===== src/rtl/display_scan_decoder_pkg.sv =====
// Shared character codes and active-low segment patterns for the 7-segment bus
// encoder, this monitor and its bench.
package display_scan_decoder_pkg;

  localparam logic [4:0] CH_0     = 5'd0;
  localparam logic [4:0] CH_1     = 5'd1;
  localparam logic [4:0] CH_2     = 5'd2;
  localparam logic [4:0] CH_3     = 5'd3;
  localparam logic [4:0] CH_4     = 5'd4;
  localparam logic [4:0] CH_5     = 5'd5;
  localparam logic [4:0] CH_6     = 5'd6;
  localparam logic [4:0] CH_7     = 5'd7;
  localparam logic [4:0] CH_8     = 5'd8;
  localparam logic [4:0] CH_9     = 5'd9;
  localparam logic [4:0] CH_L     = 5'd10;
  localparam logic [4:0] CH_O     = 5'd11;
  localparam logic [4:0] CH_C     = 5'd12;
  localparam logic [4:0] CH_E     = 5'd13;
  localparam logic [4:0] CH_N     = 5'd14;
  localparam logic [4:0] CH_D     = 5'd15;
  localparam logic [4:0] CH_P     = 5'd16;
  localparam logic [4:0] CH_BLANK = 5'd30;
  localparam logic [4:0] CH_UNK   = 5'd31;

  // Patterns are {g,f,e,d,c,b,a}, 0 = segment lit
  localparam logic [6:0] SEG_0     = 7'b1000000;
  localparam logic [6:0] SEG_1     = 7'b1111001;
  localparam logic [6:0] SEG_2     = 7'b0100100;
  localparam logic [6:0] SEG_3     = 7'b0110000;
  localparam logic [6:0] SEG_4     = 7'b0011001;
  localparam logic [6:0] SEG_5     = 7'b0010010;
  localparam logic [6:0] SEG_6     = 7'b0000010;
  localparam logic [6:0] SEG_7     = 7'b1111000;
  localparam logic [6:0] SEG_8     = 7'b0000000;
  localparam logic [6:0] SEG_9     = 7'b0010000;
  localparam logic [6:0] SEG_L     = 7'b1000111;
  localparam logic [6:0] SEG_O     = 7'b0100011;
  localparam logic [6:0] SEG_C     = 7'b1000110;
  localparam logic [6:0] SEG_E     = 7'b0000110;
  localparam logic [6:0] SEG_N     = 7'b0101011;
  localparam logic [6:0] SEG_D     = 7'b0100001;
  localparam logic [6:0] SEG_P     = 7'b0001100;
  localparam logic [6:0] SEG_BLANK = 7'b1111111;

  typedef enum logic [1:0] {AN_IDLE, AN_ONEHOT, AN_ILLEGAL} an_class_e;

  function automatic an_class_e classify_an(input logic [7:0] an);
    logic [7:0] low;
    low = ~an;
    if (an == 8'hFF) return AN_IDLE;
    if ((low & (low - 8'd1)) == 8'h00) return AN_ONEHOT;
    return AN_ILLEGAL;
  endfunction

endpackage


===== src/rtl/display_scan_decoder_seg7_char_decode.sv =====
// Combinational lookup from an active-low cathode pattern to a 5-bit character code.
module seg7_char_decode
  import display_scan_decoder_pkg::*;
(
  input  logic [6:0] seg,
  output logic [4:0] code
);

  always_comb begin
    case (seg)
      SEG_0:     code = CH_0;
      SEG_1:     code = CH_1;
      SEG_2:     code = CH_2;
      SEG_3:     code = CH_3;
      SEG_4:     code = CH_4;
      SEG_5:     code = CH_5;
      SEG_6:     code = CH_6;
      SEG_7:     code = CH_7;
      SEG_8:     code = CH_8;
      SEG_9:     code = CH_9;
      SEG_L:     code = CH_L;
      SEG_O:     code = CH_O;
      SEG_C:     code = CH_C;
      SEG_E:     code = CH_E;
      SEG_N:     code = CH_N;
      SEG_D:     code = CH_D;
      SEG_P:     code = CH_P;
      SEG_BLANK: code = CH_BLANK;
      default:   code = CH_UNK;
    endcase
  end

endmodule


===== src/rtl/display_scan_decoder.sv =====
// Monitors the multiplexed 7-segment bus, captures each settled digit and
// publishes a decoded 8-digit frame once every digit has been seen.
module display_scan_decoder
  import display_scan_decoder_pkg::*;
#(
  parameter int SETTLE_CYCLES  = 4,
  parameter int TIMEOUT_CYCLES = 4096,
  parameter int CNT_W          = 13
) (
  input  logic        clk,
  input  logic        rst_n,
  input  logic [7:0]  AN,
  input  logic        DP,
  input  logic [6:0]  display,
  input  logic        clear_err,
  output logic [39:0] frame_codes,
  output logic [7:0]  frame_dp,
  output logic        frame_valid,
  output logic        anode_err,
  output logic        scan_stall
);

  localparam logic [CNT_W-1:0] SETTLE_MAX = CNT_W'(SETTLE_CYCLES);
  localparam logic [CNT_W-1:0] SETTLE_HIT = CNT_W'(SETTLE_CYCLES - 1);
  localparam logic [CNT_W-1:0] TMO_MAX    = CNT_W'(TIMEOUT_CYCLES);

  logic [7:0]       an_reg, an_last_reg;
  logic             dp_reg;
  logic [6:0]       disp_reg;
  logic [CNT_W-1:0] stab_reg, tmo_reg;
  logic [7:0]       seen_reg;
  logic [4:0]       buf_reg [8];
  logic [7:0]       bufdp_reg;
  logic [39:0]      frame_codes_reg;
  logic [7:0]       frame_dp_reg;
  logic             frame_valid_reg, anode_err_reg;

  logic             an_changed, settle_hit, settled, capture, frame_done, err_set;
  an_class_e        an_class;
  logic [2:0]       digit_idx;
  logic [4:0]       code;
  logic [7:0]       seen_next;
  logic [39:0]      merged_codes;
  logic [7:0]       merged_dp;

  seg7_char_decode u_decode (
    .seg  (disp_reg),
    .code (code)
  );

  assign an_class   = classify_an(an_reg);
  assign an_changed = (an_reg != an_last_reg);
  // settle_hit marks the single cycle on which the dwell first becomes settled
  assign settle_hit = !an_changed && (stab_reg == SETTLE_HIT);
  assign settled    = !an_changed && (stab_reg == SETTLE_MAX);
  assign capture    = settle_hit && (an_class == AN_ONEHOT);
  assign err_set    = (settle_hit || settled) && (an_class == AN_ILLEGAL);
  assign seen_next  = seen_reg | (8'b1 << digit_idx);
  assign frame_done = capture && (seen_next == 8'hFF);

  always_comb begin
    digit_idx = 3'd0;
    for (int i = 0; i < 8; i++)
      if (!an_reg[i]) digit_idx = 3'(i);
  end

  // Frame contents include the capture happening on the completing cycle
  genvar gi;
  generate
    for (gi = 0; gi < 8; gi++) begin : g_merge
      assign merged_codes[5*gi +: 5] = (capture && digit_idx == 3'(gi)) ? code : buf_reg[gi];
      assign merged_dp[gi] = (capture && digit_idx == 3'(gi)) ? ~dp_reg : bufdp_reg[gi];
    end
  endgenerate

  always_ff @(posedge clk or negedge rst_n) begin
    if (!rst_n) begin
      an_reg          <= 8'hFF;
      an_last_reg     <= 8'hFF;
      dp_reg          <= 1'b1;
      disp_reg        <= 7'h7F;
      stab_reg        <= '0;
      tmo_reg         <= '0;
      seen_reg        <= 8'h00;
      for (int i = 0; i < 8; i++) buf_reg[i] <= CH_UNK;
      bufdp_reg       <= 8'h00;
      frame_codes_reg <= {8{CH_UNK}};
      frame_dp_reg    <= 8'h00;
      frame_valid_reg <= 1'b0;
      anode_err_reg   <= 1'b0;
    end else begin
      an_reg      <= AN;
      an_last_reg <= an_reg;
      dp_reg      <= DP;
      disp_reg    <= display;

      if (an_changed)
        stab_reg <= '0;
      else if (stab_reg != SETTLE_MAX)
        stab_reg <= stab_reg + CNT_W'(1);

      if (capture) begin
        buf_reg[digit_idx]   <= code;
        bufdp_reg[digit_idx] <= ~dp_reg;
      end

      frame_valid_reg <= frame_done;
      if (frame_done) begin
        seen_reg        <= 8'h00;
        frame_codes_reg <= merged_codes;
        frame_dp_reg    <= merged_dp;
      end else if (capture) begin
        seen_reg <= seen_next;
      end

      if (frame_done)
        tmo_reg <= '0;
      else if (tmo_reg != TMO_MAX)
        tmo_reg <= tmo_reg + CNT_W'(1);

      if (err_set)
        anode_err_reg <= 1'b1;
      else if (clear_err)
        anode_err_reg <= 1'b0;
    end
  end

  assign frame_codes = frame_codes_reg;
  assign frame_dp    = frame_dp_reg;
  assign frame_valid = frame_valid_reg;
  assign anode_err   = anode_err_reg;
  assign scan_stall  = (tmo_reg == TMO_MAX);

endmodule


===== config.mk =====
export PLATFORM = sky130hd
export DESIGN_NAME = display_scan_decoder
export DESIGN_NICKNAME = d
export VERILOG_FILES = /design/src/rtl/display_scan_decoder_pkg.sv /design/src/rtl/display_scan_decoder_seg7_char_decode.sv /design/src/rtl/display_scan_decoder.sv
export SDC_FILE = /design/constraint.sdc
export NUM_CORES = 1
export LEC_CHECK = 0
export BUFFER_PORTS_ARGS = -buffer_cell sky130_fd_sc_hd__buf_2
export CAP_MARGIN = 30
export CORE_ASPECT_RATIO = 0.6
export CORE_MARGIN = 8
export CORE_UTILIZATION = 50
export DETAILED_ROUTE_END_ITERATION = 6
export PLACE_DENSITY_LB_ADDON = 0.05
export SYNTH_ARGS = -nofsm -noshare
export SYNTH_HDL_FRONTEND = slang
export SYNTH_SLANG_ARGS = --single-unit

===== constraint.sdc =====
create_clock -name clk -period 3.4 [get_ports clk]
set_input_delay 0.68 -clock clk [delete_from_list [all_inputs] [get_ports clk]]
set_output_delay 0.68 -clock clk [all_outputs]
set_load 0.1 [all_outputs]

==> results.json <==
{
  "cts_hold_buf": 0,
  "coreArea_sq_um": 14500,
  "grt_remaining_overflow": 0,
  "rows": 34,
  "finalPower_mw": 4.16,
  "crit_fanout": 44,
  "place_hpwl_um": 12500,
  "max_freq_mhz": 322,
  "timing.final.max_slew_violations": 0,
  "via_per_inst": 5.72,
  "fin_setup_tns_ns": 0,
  "cap_violations": 0,
  "final_area_sq_um": 8620,
  "slew_headroom_pct": 48.8,
  "diodes": 0,
  "place_area_sq_um": 7970,
  "min_path_type": "in -> async",
  "worstPathRequired_ns": 3.71,
  "setup.worst_path.end_class": "register",
  "crit_type": "reg -> reg",
  "grt_pass1_vias": 5491,
  "synthCells": 712,
  "synth_area_sq_um": 7400,
  "yosysTopAreaCell": "dfstp_2",
  "async_reset_ff_share_pct": 100,
  "antenna_found_initial": 0,
  "grt_pass1_wl_um": 29300,
  "clock_latency_ns": 0.42,
  "synth.top_cell.area_share_pct": 36.9,
  "place.gp.congestion": 0.850,
  "die_h_um": 110,
  "fillerInstances": 1181,
  "die_area_sq_um": 19100,
  "max_slew.worst_pin.slew_ns": 0.766,
  "postCtsSetupRepairBufs": 0,
  "nets": 797,
  "status": "complete, no violations",
  "hold_ws_ns": 0.281,
  "drcViolationCount": 0,
  "layout-drive-gt1-share_pct": 34.7,
  "cts_tree": "yes",
  "synth_cell_types": 57,
  "seq_area_frac_synth_pct": 54.5,
  "path_clk_slew_ns": 0.07,
  "ys_seq_elements": 156,
  "rsz0062_at_grt": "false",
  "p_leak_nw": 3.67,
  "start_kind": "register",
  "setup_violations": 0,
  "cts_resized": 0,
  "cts_root_buf": "clkbuf_16",
  "cts_made_buffers": 17,
  "yosysWarnings": 0,
  "yosys-top-cells-area": "dfstp_2, dfrtp_1, o21ai_0",
  "synth-main-ff-cell": "dfstp_2",
  "htree_num_levels": 4,
  "synth_fp_nets": 735,
  "area_growth_pct": 16.4,
  "numClockSinks": 156,
  "p_per_area_nw_per_um2": 483,
  "avgSynthCellArea_sq_um": 10.4,
  "synth_edf_count": 0,
  "grt_max_degree": 80,
  "clockBufferDepth": 2,
  "drt_wl_total_um": 18200,
  "hold_viol_final": 0,
  "io_pins": 70,
  "routedWlPerCell_um": 18.5,
  "initial_utilization_pct": 51.2,
  "arrival_ns": 3.42,
  "grt_usage_pct": 19.2,
  "antenna_left": 0,
  "die-width_um": 173,
  "peakVddDrop_uv": 310,
  "vias": 5638,
  "port_buffers": 69,
  "fin_crit_ns": 3.11,
  "detail_route.iter0.violations": 431,
  "fin_crit_sh_pct": 91.5,
  "dr.pass1.iters": 5,
  "clock_skew_ns": 0.0149
}
-- stage by stage --
stage | instances | util, % | setup slack (ns)
global route | 985 | 59.6 | 0.167
CTS | 985 | 59.6 | 0.283
global placement | 953 | 55.1 | 0.353
detailed placement | 953 | 55.1 | 0.314
floorplan | 712 | - | 0.312
finish | 985 | 59.6 | 0.290
-- cells by family (layout without fill, tap and decap cells) --
group,after synthesis,in the layout,share of synthesized area (%)
and+or+nand+nor,197,197,13.5
muxes,59,59,8.76
buffers and inverters,66,141,3.91
adders and majority gates,4,4,0.676
AOI/OAI and AO/OA,201,201,15.2
DFF,156,156,54.5
xor gates and xnor gates,29,29,3.43
-- final cells by class --
type                            count  area, sq um  share of cell area, %
Tap cell                          198          248                   2.88
Multi-Input combinational cell    490         3080                   35.7
Sequential cell                   156         4030                   46.8
Clock buffer                       18          439                   5.10
Timing Repair Buffer               88          532                   6.17
Inverter                           21         78.8                  0.915
Clock inverter                     14          205                   2.38
-- layer usage --
metal  GRT usage (%)  wire [um]  part of all wire [%]
met1            27.6       9080                    50
met3            4.59       1030                   5.6
met4            4.53        133                  0.73
met2            29.3       8010                    44
met5               0          0                     0
-- worst max-delay path: stages, from the launching register on --
cell and delay, ns:
dfstp_2 0.70, nand4_4 0.20, a2111oi_4 0.38, a21oi_1 0.11, or4_4 0.52, or3_2 0.54
buf_12 0.21, mux2_4 0.32
-- worst paths after layout --
| check | cells after the start | end | slack (ns) | startpoint |
|---|---|---|---|---|
| worst max-delay path | 7 | frame_dp[4]$_DFFE_PN0P_ | 0.29 | an_reg[5]$_DFF_PN1_ |
| worst min-delay path | 1 | tmo_reg[11]$_DFFE_PN0P_ | 0.28 | rst_n |
| worst max register to register | 7 | frame_dp[4]$_DFFE_PN0P_ | 0.29 | an_reg[5]$_DFF_PN1_ |
| worst min register to register | 0 | an_last_reg[0]$_DFF_PN1_ | 0.41 | an_reg[0]$_DFF_PN1_ |
| max in group asynchronous | 2 | frame_codes[0]$_DFFE_PN1P_ | 2.28 | rst_n |
| min in group clk | 1 | dp_reg$_DFF_PN1_ | 0.36 | DP |
-- cells in the final DEF, fill, tap and decap left out, types with 5 or more instances in the layout --
| cell type | instances |
|---|---|
| xor2_1 | 19 |
| mux2_2 | 38 |
| nor2b_1 | 5 |
| buf_4 | 16 |
| nand3_1 | 11 |
| nor3_1 | 6 |
| clkbuf_16 | 17 |
| buf_2 | 68 |
| o22ai_1 | 9 |
| or3_1 | 8 |
| inv_1 | 21 |
| a21oi_1 | 23 |
| xnor2_1 | 10 |
| dfstp_2 | 104 |
| nor2_1 | 63 |
| dfrtp_1 | 52 |
| mux2i_1 | 19 |
| nand2b_1 | 8 |
| nand2_1 | 52 |
| o21ai_0 | 141 |
-- cells in the mapped netlist, types with 4 or more instances --
cell	number
xor2_1	19
o22ai_1	9
nor2_1	63
ha_1	4
xnor2_1	10
inv_1	21
o2111ai_1	4
a21oi_1	23
clkbuf_1	33
o21ai_0	141
nor3_1	6
mux2i_1	19
dfstp_2	104
or3_1	9
nor4_1	4
mux2_2	38
or2_2	4
nand3_1	11
nand2_1	52
nor2b_1	5
nand2b_1	8
nor3b_1	4
and4_1	4
dfrtp_1	52
nand4_1	4
buf_4	4
-- where the power goes --
part | internal [mW] | switching, mW | total [mW]
sequential | 1.89 | 0.0343 | 1.92
clock | 1.27 | 0.801 | 2.07
combinational | 0.0561 | 0.114 | 0.170
Note: power is estimated with default switching activity, not from simulation.
